**src/rtl/servisia_pkg.sv**
```systemverilog
// Shared types and constants for the servisia word-to-byte memory bridge.
package servisia_pkg;

  localparam int BYTE_CNT_W = 3;
  localparam int LANE_W     = 2;

  localparam logic [LANE_W-1:0] LANE0 = 2'd0;
  localparam logic [LANE_W-1:0] LANE1 = 2'd1;
  localparam logic [LANE_W-1:0] LANE2 = 2'd2;
  localparam logic [LANE_W-1:0] LANE3 = 2'd3;

  localparam logic [3:0] SEL_ALL = 4'b1111;

  typedef enum logic [1:0] {
    IDLE  = 2'd0,
    READ  = 2'd1,
    WRITE = 2'd2,
    ACK   = 2'd3
  } state_t;

  // Little-endian byte lane extraction from a 32-bit word.
  function automatic logic [7:0] lane_byte(input logic [31:0] word, input logic [LANE_W-1:0] lane);
    return word[{lane, 3'b000} +: 8];
  endfunction

endpackage

```
**src/rtl/servisia_byte_sched.sv**
```systemverilog
// Finds the lowest selected byte lane at or above a start position and
// reports whether it is the final selected lane of the mask.
module servisia_byte_sched
  import servisia_pkg::*;
(
  input  logic [3:0]            sel,
  input  logic [BYTE_CNT_W-1:0] start,
  output logic [LANE_W-1:0]     lane,
  output logic                  found,
  output logic                  last
);

  // Scan downward so the final hit is the lowest lane; any earlier hit means more lanes remain.
  always_comb begin
    lane  = LANE0;
    found = 1'b0;
    last  = 1'b1;
    for (int k = 3; k >= 0; k--) begin
      if (sel[k] && (BYTE_CNT_W'(k) >= start)) begin
        last  = !found;
        found = 1'b1;
        lane  = LANE_W'(k);
      end
    end
  end

endmodule

```
**src/rtl/servisia_mem_ctrl.sv**
```systemverilog
// Bridges one 32-bit Wishbone classic request at a time onto the 8-bit
// servisia_mem interface as a sequence of single-byte cycles.
module servisia_mem_ctrl
  import servisia_pkg::*;
#(
  parameter int MEM_AW      = 21,
  parameter bit FLASH_WR_EN = 1'b0
) (
  input  logic              clk_i,
  input  logic              rst_ni,
  input  logic [31:0]       wb_adr_i,
  input  logic [31:0]       wb_dat_i,
  input  logic [3:0]        wb_sel_i,
  input  logic              wb_we_i,
  input  logic              wb_cyc_i,
  input  logic              wb_stb_i,
  output logic [31:0]       wb_rdt_o,
  output logic              wb_ack_o,
  output logic              mem_read_o,
  output logic              mem_write_o,
  output logic [MEM_AW-1:0] mem_addr_o,
  output logic [7:0]        mem_wdata_o,
  input  logic [7:0]        mem_rdata_i
);

  state_t                state, state_next;
  logic [MEM_AW-3:0]     adr_q, adr_next;
  logic [31:0]           dat_q, dat_next;
  logic [3:0]            sel_q, sel_next;
  logic [BYTE_CNT_W-1:0] cnt, cnt_next;
  logic                  last_q, last_next;
  logic                  live_q, live_next;
  logic                  ack_next, read_next, write_next;
  logic [MEM_AW-1:0]     addr_next;
  logic [7:0]            wdata_next;
  logic [31:0]           rdt_next;
  logic [3:0]            sched_sel;
  logic [BYTE_CNT_W-1:0] sched_start;
  logic [LANE_W-1:0]     sched_lane, prev_lane;
  logic                  sched_found, sched_last;
  logic                  request, write_skip;
  logic                  unused_adr;

  assign request    = wb_cyc_i & wb_stb_i;
  assign write_skip = (wb_sel_i == 4'b0000) || (!FLASH_WR_EN && !wb_adr_i[MEM_AW-1]);
  assign prev_lane  = LANE_W'(cnt - BYTE_CNT_W'(1));
  assign unused_adr = ^{wb_adr_i[31:MEM_AW], wb_adr_i[1:0]};

  servisia_byte_sched u_sched (
    .sel   (sched_sel),
    .start (sched_start),
    .lane  (sched_lane),
    .found (sched_found),
    .last  (sched_last)
  );

  // Feed the scheduler: the incoming mask when accepting, all lanes for reads, the latched mask for writes.
  always_comb begin
    sched_sel   = SEL_ALL;
    sched_start = '0;
    case (state)
      IDLE:    sched_sel = wb_sel_i;
      READ:    sched_start = cnt + BYTE_CNT_W'(1);
      WRITE: begin
        sched_sel   = sel_q;
        sched_start = cnt + BYTE_CNT_W'(1);
      end
      default: ;
    endcase
  end

  // Next-state and next registered-output logic; strobes and ack default low every cycle.
  always_comb begin
    state_next = state;
    adr_next   = adr_q;
    dat_next   = dat_q;
    sel_next   = sel_q;
    cnt_next   = cnt;
    last_next  = last_q;
    live_next  = live_q;
    ack_next   = 1'b0;
    read_next  = 1'b0;
    write_next = 1'b0;
    addr_next  = mem_addr_o;
    wdata_next = mem_wdata_o;
    rdt_next   = wb_rdt_o;
    case (state)
      IDLE: begin
        if (request) begin
          adr_next  = wb_adr_i[MEM_AW-1:2];
          dat_next  = wb_dat_i;
          sel_next  = wb_sel_i;
          cnt_next  = '0;
          live_next = 1'b1;
          if (!wb_we_i) begin
            state_next = READ;
            read_next  = 1'b1;
            addr_next  = {wb_adr_i[MEM_AW-1:2], LANE0};
          end else if (write_skip) begin
            state_next = ACK;
            ack_next   = 1'b1;
          end else begin
            state_next = WRITE;
            write_next = 1'b1;
            addr_next  = {wb_adr_i[MEM_AW-1:2], sched_lane};
            wdata_next = lane_byte(wb_dat_i, sched_lane);
            cnt_next   = {1'b0, sched_lane};
            last_next  = sched_last;
          end
        end
      end
      READ: begin
        live_next = live_q & wb_cyc_i;
        cnt_next  = cnt + BYTE_CNT_W'(1);
        if (cnt != '0) begin
          rdt_next[{prev_lane, 3'b000} +: 8] = mem_rdata_i;
        end
        if (sched_found) begin
          read_next = 1'b1;
          addr_next = {adr_q, sched_lane};
        end
        if (cnt == BYTE_CNT_W'(4)) begin
          ack_next   = live_q & wb_cyc_i;
          state_next = ACK;
        end
      end
      WRITE: begin
        live_next = live_q & wb_cyc_i;
        if (last_q) begin
          ack_next   = live_q & wb_cyc_i;
          state_next = ACK;
        end else begin
          write_next = 1'b1;
          addr_next  = {adr_q, sched_lane};
          wdata_next = lane_byte(dat_q, sched_lane);
          cnt_next   = {1'b0, sched_lane};
          last_next  = sched_last;
        end
      end
      ACK:     state_next = IDLE;
      default: state_next = IDLE;
    endcase
  end

  // State register.
  always_ff @(posedge clk_i or negedge rst_ni) begin
    if (!rst_ni) begin
      state <= IDLE;
    end else begin
      state <= state_next;
    end
  end

  // Latched request, sequencing counters and all registered outputs.
  always_ff @(posedge clk_i or negedge rst_ni) begin
    if (!rst_ni) begin
      adr_q       <= '0;
      dat_q       <= '0;
      sel_q       <= '0;
      cnt         <= '0;
      last_q      <= 1'b0;
      live_q      <= 1'b0;
      wb_ack_o    <= 1'b0;
      mem_read_o  <= 1'b0;
      mem_write_o <= 1'b0;
      mem_addr_o  <= '0;
      mem_wdata_o <= '0;
      wb_rdt_o    <= '0;
    end else begin
      adr_q       <= adr_next;
      dat_q       <= dat_next;
      sel_q       <= sel_next;
      cnt         <= cnt_next;
      last_q      <= last_next;
      live_q      <= live_next;
      wb_ack_o    <= ack_next;
      mem_read_o  <= read_next;
      mem_write_o <= write_next;
      mem_addr_o  <= addr_next;
      mem_wdata_o <= wdata_next;
      wb_rdt_o    <= rdt_next;
    end
  end

endmodule

```
**config.mk**
```make
export PLATFORM = sky130hd
export DESIGN_NAME = servisia_mem_ctrl
export DESIGN_NICKNAME = d
export VERILOG_FILES = /design/src/rtl/servisia_pkg.sv /design/src/rtl/servisia_byte_sched.sv /design/src/rtl/servisia_mem_ctrl.sv
export SDC_FILE = /design/constraint.sdc
export NUM_CORES = 1
export LEC_CHECK = 0
export BUFFER_PORTS_ARGS = -buffer_cell sky130_fd_sc_hd__buf_2
export CORE_MARGIN = 4
export CORE_UTILIZATION = 54
export DETAILED_ROUTE_END_ITERATION = 7
export GPL_ROUTABILITY_DRIVEN = 0
export HOLD_SLACK_MARGIN = 0.08
export PLACE_DENSITY = 0.81
export SLEW_MARGIN = 20
export SYNTH_ARGS = -nofsm -noshare
export SYNTH_HDL_FRONTEND = slang
export SYNTH_SLANG_ARGS = --single-unit
```
**constraint.sdc**
```tcl
create_clock -name clk_i -period 4.2 [get_ports clk_i]
set_clock_uncertainty 0.2 [all_clocks]
set_input_delay 0.21 -clock clk_i [delete_from_list [all_inputs] [get_ports clk_i]]
set_output_delay 0.21 -clock clk_i [all_outputs]
set_load 0.1 [all_outputs]
```
==> qor.yml, run 1 <==
status:
  status: "finished, final reports clean"
critical_path:
  worst_r2r_path_depth: 8
  rr_startpoint: "state[0]$_DFFE_PN0P_"
  worst_setup_path_start_kind: "flip-flop"
  slowest_delay_ns: 0.59
  crit_arrival_ns: 3.59
  worstPathCellList: "inv_1 > ha_1 > a22oi_1 > or2_0 > a21o_1 > a311oi_4 > buf_4 > mux2_2"
  setup.reg_to_reg.worst_slack_ns: 0.82
  critical_path_class: "reg2reg"
  worst-path-buf-inv: 2
  worstSetupEndpointType: "flip-flop"
  worst-endpoint-required_ns: 4.41
  crit_slowest_cell: "sky130_fd_sc_hd__ha_1"
  critPathTopFamily: "compound AO/OA/AOI/OAI gates"
  worstReg2RegEnd: "mem_addr_o[0]$_DFFE_PN0P_"
  cp_max_fo: 40
timing:
  maxSlewHeadroom_pct: 44.07
  timing.final.max_slew_violations: 0
  max_freq_mhz: 295.8
  period_minus_slack_ns: 3.381
  timing.final.setup_violations: 0
  final.period_utilization_pct: 80.50
  final-hold-violation-count: 0
  fin_setup_tns_ns: 0
  timing_worst_slew_pin_value_ns: 0.8387
  rsz_0062_raised_after_global_routing: "false"
detailed_routing:
  route.detailed.vias_per_inst: 5.649
  drtPass1Iterations: 5
  routed_wl_mm: 16.82
  vias: 5451
  drt_iter0_drc: 572
  postRouteAntennaNets: 0
  routedWlPerCell_um: 17.43
  drc_errors: 0
yosys:
  post_synth_main_area_contributors: "sky130_fd_sc_hd__dfrtp_1 53%, sky130_fd_sc_hd__nand2_1 15%, sky130_fd_sc_hd__mux4_2 5.3%"
  synth_edf_count: 0
  netlist_instances: 621
  post_syn_area_um2: 5947
  synth.yosys.seq_area_share_pct: 53.02
  asyncSetResetFlopFracSynth_pct: 100.0
  synthesis.area_per_instance_um2: 9.576
  synth-warning-count: 0
  yosysTopAreaCell: "sky130_fd_sc_hd__dfrtp_1"
  synth_cell_types: 45
  ys_seq_elements: 126
  mappedNetlistNets: 712
  ys_dominant_reg_cell: "sky130_fd_sc_hd__dfrtp_1"
  yosysTopAreaCellShare_pct: 53.02
floorplan:
  floorplan.die.width_um: 112.9
  die_height_um: 112.9
  area_of_the_core_region_um2: 10790
  dieArea_um2: 12760
  ioPinCount: 145
  row_count: 38
  initial_utilization_pct: 55.10
clocking:
  post_cts_buffers: 0
  cts-buffers-inserted: 17
  worstSkewPairLatency_ns: 0.53
  tritoncts_clock_tree: "done"
  clock_sink_count: 126
  htree_levels: 4
  clock_tree.root_cell: "sky130_fd_sc_hd__clkbuf_8"
  clock_edge_transition_at_the_registers_on_the_reported_setup_and_hold_paths_ns: 0.06
  cts_buffer_depth: 2
layout:
  mostFrequentLayoutCell: "sky130_fd_sc_hd__nand2_1"
  design.final.nets: 903
  layout-drive-gt1-share_pct: 23.88
  fillerInstances: 689
  final_cell_mix: "238 x sky130_fd_sc_hd__nand2_1, 130 x sky130_fd_sc_hd__buf_2, 126 x sky130_fd_sc_hd__dfrtp_1"
  antenna_cells_inserted: 0
  final_design_area_no_fill_um2: 7950
  areaGrowthSynthToFinish_pct: 33.68
placement:
  io_buffers: 131
  hpwlAfterDp_mm: 10.21
  detailed_place.area_um2: 6694
grt:
  gr-total-overflow: 0
  largest_net_degree_at_the_start_of_global_routing: 87
  global_route.usage.total_pct: 27.29
  antenna_found_initial: 0
  grt_first_pass_wirelength_mm: 27.76
  via_count_of_the_first_global_routing_pass: 5640
worst_hold_path:
  worst_hold_path_type: "in2async"
run:
  cap_violations: 0
[repair_timing]
item                                    CTS  global route
hold buffers                             67             0
endpoints found under the setup margin    0             0
hold endpoints to repair                206             0
resized for setup                         0             0
[how the worst max path moves through the flow]
stage	startpoint	endpoint	slack (ns)	depth (start not counted)
3_3_place_gp	state[0]$_DFFE_PN0P_	mem_wdata_o[1]$_DFFE_PN0P_	1.03	8
2_1_floorplan	cnt[0]$_DFFE_PN0P_	mem_addr_o[1]$_DFFE_PN0P_	1.50	8
3_5_place_dp	state[0]$_DFFE_PN0P_	mem_wdata_o[1]$_DFFE_PN0P_	0.98	8
5_1_grt	state[0]$_DFFE_PN0P_	mem_wdata_o[1]$_DFFE_PN0P_	0.65	8
6_report	state[0]$_DFFE_PN0P_	mem_addr_o[0]$_DFFE_PN0P_	0.82	8
4_1_cts	state[0]$_DFFE_PN0P_	mem_wdata_o[1]$_DFFE_PN0P_	0.95	8
[cell usage after synthesis (6+ instances only)]
library cell	instances
sky130_fd_sc_hd__a21oi_1	25
sky130_fd_sc_hd__a22oi_1	6
sky130_fd_sc_hd__a31oi_1	10
sky130_fd_sc_hd__clkbuf_1	20
sky130_fd_sc_hd__dfrtp_1	126
sky130_fd_sc_hd__ha_1	10
sky130_fd_sc_hd__inv_1	9
sky130_fd_sc_hd__mux2i_1	25
sky130_fd_sc_hd__mux4_2	14
sky130_fd_sc_hd__nand2_1	238
sky130_fd_sc_hd__nand2b_1	10
sky130_fd_sc_hd__nor2_1	32
sky130_fd_sc_hd__o21ai_0	14
sky130_fd_sc_hd__o31ai_1	29
[area by class of cell]
| type | instances | area (um2) | area share, % |
|---|---|---|---|
| inverter | 10 | 37.54 | 0.4721 |
| clock inverter | 13 | 140.1 | 1.763 |
| multi-input combinational | 451 | 2610 | 32.83 |
| tap | 140 | 175.2 | 2.203 |
| clock buffer | 19 | 441.7 | 5.556 |
| sequential | 126 | 3153 | 39.66 |
| timing repair buffer | 206 | 1393 | 17.52 |
[worst register-to-register path, delay by kind of cell (launching register included)]
family / cells / cell delay [ns]
AO/OA/AOI/OAI: 3 / 0.83
multiplexers: 1 / 0.40
buffers and inverters: 2 / 0.55
AND/OR/NAND/NOR: 1 / 0.30
adder cells (fa/ha/maj): 1 / 0.60
flip-flops: 1 / 0.40
[flip-flops by register name, summed over array words and instances (netlist names)]
signal       cells
mem_read_o       1
mem_write_o      1
sel_q            4
state            2
live_q           1
adr_q           19
last_q           1
dat_q           32
wb_rdt_o        32
wb_ack_o         1
mem_addr_o      21
cnt              3
mem_wdata_o      8
[logic make-up (layout without fill, tap and decap cells)]
group           count (synthesis)  in the layout  share of synthesized area [%]
compound gates                 98             98                          11.13
simple gates                  301            301                          20.32
xor+xnor                        1              1                         0.1473
flops                         126            126                          53.02
buf+inv                        44            248                          3.387
fa+ha+maj                      10             10                          2.104
mux                            41             41                          9.888
[through the flow]
step           setup slack, ns  instances  hold slack (ns)  util (%)
2_1_floorplan            1.504        621          -0.2856         -
3_3_place_gp             1.028        866           0.2118     62.02
3_5_place_dp            0.9755        866           0.2206     62.02
4_1_cts                 0.9519        965           0.1683     73.63
5_1_grt                 0.6531        965           0.1506     73.66
6_report                0.8189        965           0.1065     73.66
[per-layer routing]
layer / track usage (%) / wire length, um / vias to the layer above
li1: - / - / 2489
met1: 34.38 / 6634 / 2618
met2: 45.66 / 8463 / 291
met3: 6.150 / 1233 / 53
met4: 11.46 / 490 / 0
met5: 0 / 0 / -
Power of run 1 is not shown: default switching activity piles up to over one toggle a cycle in this logic, so the estimate is an artifact.
==> run 2, diff against run 1 <==
CORE_UTILIZATION = 48   (was 54)
PLACE_DENSITY = 0.76   (was 0.81)
clock period = 2.9 ns   (was 4.2 ns; I/O delays follow)
==> run 2 against run 1 <==
Net effect: register-to-register slack worse by 0.64 ns; via count shrank 3.0%; cell count grew 4.0%; worst setup slack got worse by 0.64 ns; global-route usage fell by 4.3 points; routed wire length decreased by 5.5%; worst hold slack better by 0.020 ns; final area up 2.1%; critical path depth increased by 1; sequential share of layout area down 0.83 points.
==> qor.yml, run 2 (synthesized netlist as in run 1, its figures left out) <==
clocking:
  clock_edge_transition_at_the_registers_on_the_reported_setup_and_hold_paths_ns: 0.05  # was 0.06 ns
  clock_tree.root_cell: "sky130_fd_sc_hd__clkbuf_16"  # was sky130_fd_sc_hd__clkbuf_8
  cts_buffer_depth: 2  # unchanged
  clock_sink_count: 126  # unchanged
  tritoncts_clock_tree: "done"  # unchanged
  cts-buffers-inserted: 17  # unchanged
  htree_levels: 4  # unchanged
  worstSkewPairLatency_ns: 0.41  # was 0.53 ns
layout:
  fillerInstances: 894  # was 689
  areaGrowthSynthToFinish_pct: 36.55  # was 33.68%
  biggestRegsByFlops: "dat_q (32), wb_rdt_o (32), mem_addr_o (21)"  # unchanged
  design.final.nets: 916  # was 903
  layout-drive-gt1-share_pct: 24.28  # was 23.88%
  final_cell_mix: "238 x sky130_fd_sc_hd__nand2_1, 131 x sky130_fd_sc_hd__buf_2, 126 x sky130_fd_sc_hd__dfrtp_1"  # was 238 x sky130_fd_sc_hd__nand2_1, 130 x sky130_fd_sc_hd__buf_2, 126 x sky130_fd_sc_hd__dfrtp_1
  antenna_cells_inserted: 0  # unchanged
  mostFrequentLayoutCell: "sky130_fd_sc_hd__nand2_1"  # unchanged
worst_hold_path:
  worst_hold_path_type: "in2reg"  # was in2async
floorplan:
  initial_utilization_pct: 49.30  # was 55.10%
  area_of_the_core_region_um2: 12060  # was 10,790 um2
  dieArea_um2: 14230  # was 12,760 um2
  die_height_um: 119.3  # was 112.9 um
  ioPinCount: 145  # unchanged
  floorplan.die.width_um: 119.3  # was 112.9 um
  row_count: 40  # was 38
critical_path:
  worst_setup_path_start_kind: "flip-flop"  # unchanged
  crit_arrival_ns: 2.81  # was 3.59 ns
  setup.reg_to_reg.worst_slack_ns: 0.18  # was 0.82 ns
  worstReg2RegEnd: "mem_addr_o[11]$_DFFE_PN0P_"  # was mem_addr_o[0]$_DFFE_PN0P_
  worst-endpoint-required_ns: 2.99  # was 4.41 ns
  worstSetupEndpointType: "flip-flop"  # unchanged
  rr_startpoint: "cnt[1]$_DFFE_PN0P_"  # was state[0]$_DFFE_PN0P_
  worst_r2r_path_depth: 9  # was 8
  cp_max_fo: 12  # was 40
  crit_start: "cnt[1]$_DFFE_PN0P_"  # was state[0]$_DFFE_PN0P_
  timing.critical_path.to: "mem_addr_o[11]$_DFFE_PN0P_"  # was mem_addr_o[0]$_DFFE_PN0P_
  critical_path_class: "reg2reg"  # unchanged
detailed_routing:
  routed_wl_mm: 15.89  # was 16.82 mm
  drtPass1Iterations: 6  # was 5
  vias: 5285  # was 5,451
  drt_iter0_drc: 429  # was 572
  routedWlPerCell_um: 15.83  # was 17.43 um
  route.detailed.vias_per_inst: 5.264  # was 5.649
  drc_errors: 0  # unchanged
  postRouteAntennaNets: 0  # unchanged
placement:
  io_buffers: 131  # unchanged
  hpwlAfterDp_mm: 10.41  # was 10.21 mm
timing:
  final-hold-violation-count: 0  # unchanged
  rsz_0062_raised_after_global_routing: "false"  # unchanged
  timing.final.max_slew_violations: 0  # unchanged
  max_freq_mhz: 367.8  # was 295.8 MHz
  maxSlewHeadroom_pct: 62.30  # was 44.07%
  timing_worst_slew_pin_value_ns: 0.5640  # was 0.8387 ns
  period_minus_slack_ns: 2.719  # was 3.381 ns
  final.period_utilization_pct: 93.75  # was 80.50%
  timing.final.setup_violations: 0  # unchanged
  fin_setup_tns_ns: 0  # unchanged
status:
  status: "finished, final reports clean"  # unchanged
grt:
  antenna_found_initial: 0  # unchanged
  via_count_of_the_first_global_routing_pass: 5405  # was 5,640
  gr-total-overflow: 0  # unchanged
  global_route.usage.total_pct: 22.95  # was 27.29%
  largest_net_degree_at_the_start_of_global_routing: 61  # was 87
  grt_first_pass_wirelength_mm: 26.05  # was 27.76 mm
run:
  cap_violations: 0  # unchanged
-- run 2: cell count changes in the layout (fill, tap and decap cells not counted), moves of 2 or more --
cell	change
sky130_fd_sc_hd__clkinvlp_4	-4
sky130_fd_sc_hd__clkbuf_1	+4
sky130_fd_sc_hd__buf_4	+6
sky130_fd_sc_hd__buf_12	+5
sky130_fd_sc_hd__clkinv_4	-2
-- run 2: per-stage QoR --
step           cells  utilization, %  setup WS (ns)  area (um2)  hold slack (ns)
2_1_floorplan    621               -         0.2043        5947          -0.3506
3_3_place_gp     903           56.76         0.2598        6847         -0.09143
3_5_place_dp     903           56.76         0.1394        6847         -0.08687
4_1_cts         1002           67.19        0.09067        8104           0.1017
5_1_grt         1004           67.32        0.04252        8120           0.1549
6_report        1004           67.32         0.1812        8120           0.1260
-- run 2: cell type report --
type	instances	area, um2	share of cell area [%]
flip-flops and latches	126	3153	38.83
multi-input cells	451	2610	32.14
repair buffers	219	1553	19.12
clock buffers	23	467.9	5.763
well taps	168	210.2	2.589
clock inverters	7	88.84	1.094
inverters	10	37.54	0.4622
-- run 2: how the worst min path moves through the flow --
stage,start,end,slack (ns),cells after the start
detailed placement,rst_ni,wb_rdt_o[30]$_DFFE_PN0P_,-0.09,1
global route,wb_stb_i,adr_q[1]$_DFFE_PN0P_,0.15,4
global placement,rst_ni,wb_rdt_o[25]$_DFFE_PN0P_,-0.09,1
finish,wb_stb_i,mem_read_o$_DFF_PN0_,0.13,3
CTS,wb_stb_i,adr_q[13]$_DFFE_PN0P_,0.10,4
floorplan,rst_ni,adr_q[0]$_DFFE_PN0P_,-0.35,0
-- run 2: metal layers --
| layer | share of wire, % | GRT usage, % | vias to the layer above | wire length (um) |
|---|---|---|---|---|
| met3 | 6.6 | 6.743 | 35 | 1045 |
| met5 | 0 | 0 | - | 0 |
| met4 | 2.6 | 9.664 | 0 | 408 |
| met2 | 50 | 37.97 | 197 | 7875 |
| met1 | 41 | 28.11 | 2544 | 6558 |
| li1 | - | - | 2509 | - |
-- run 2: worst max-delay path: stages (launching register included) --
cell	delay, ns
sky130_fd_sc_hd__dfrtp_1	0.40
sky130_fd_sc_hd__inv_1	0.10
sky130_fd_sc_hd__ha_1	0.35
sky130_fd_sc_hd__and3b_1	0.21
sky130_fd_sc_hd__or2_0	0.22
sky130_fd_sc_hd__a21o_1	0.24
sky130_fd_sc_hd__a311oi_4	0.29
sky130_fd_sc_hd__buf_4	0.20
sky130_fd_sc_hd__buf_2	0.26
sky130_fd_sc_hd__a21oi_1	0.11
-- run 2: repair_timing --
item / CTS / global route
hold buffers: 69 / 0
endpoints found under the setup margin: 0 / 14
setup buffers: 0 / 1
gates resized for setup: 0 / 1
hold endpoints to repair: 244 / 0
Power of run 2 is left out for the same reason.
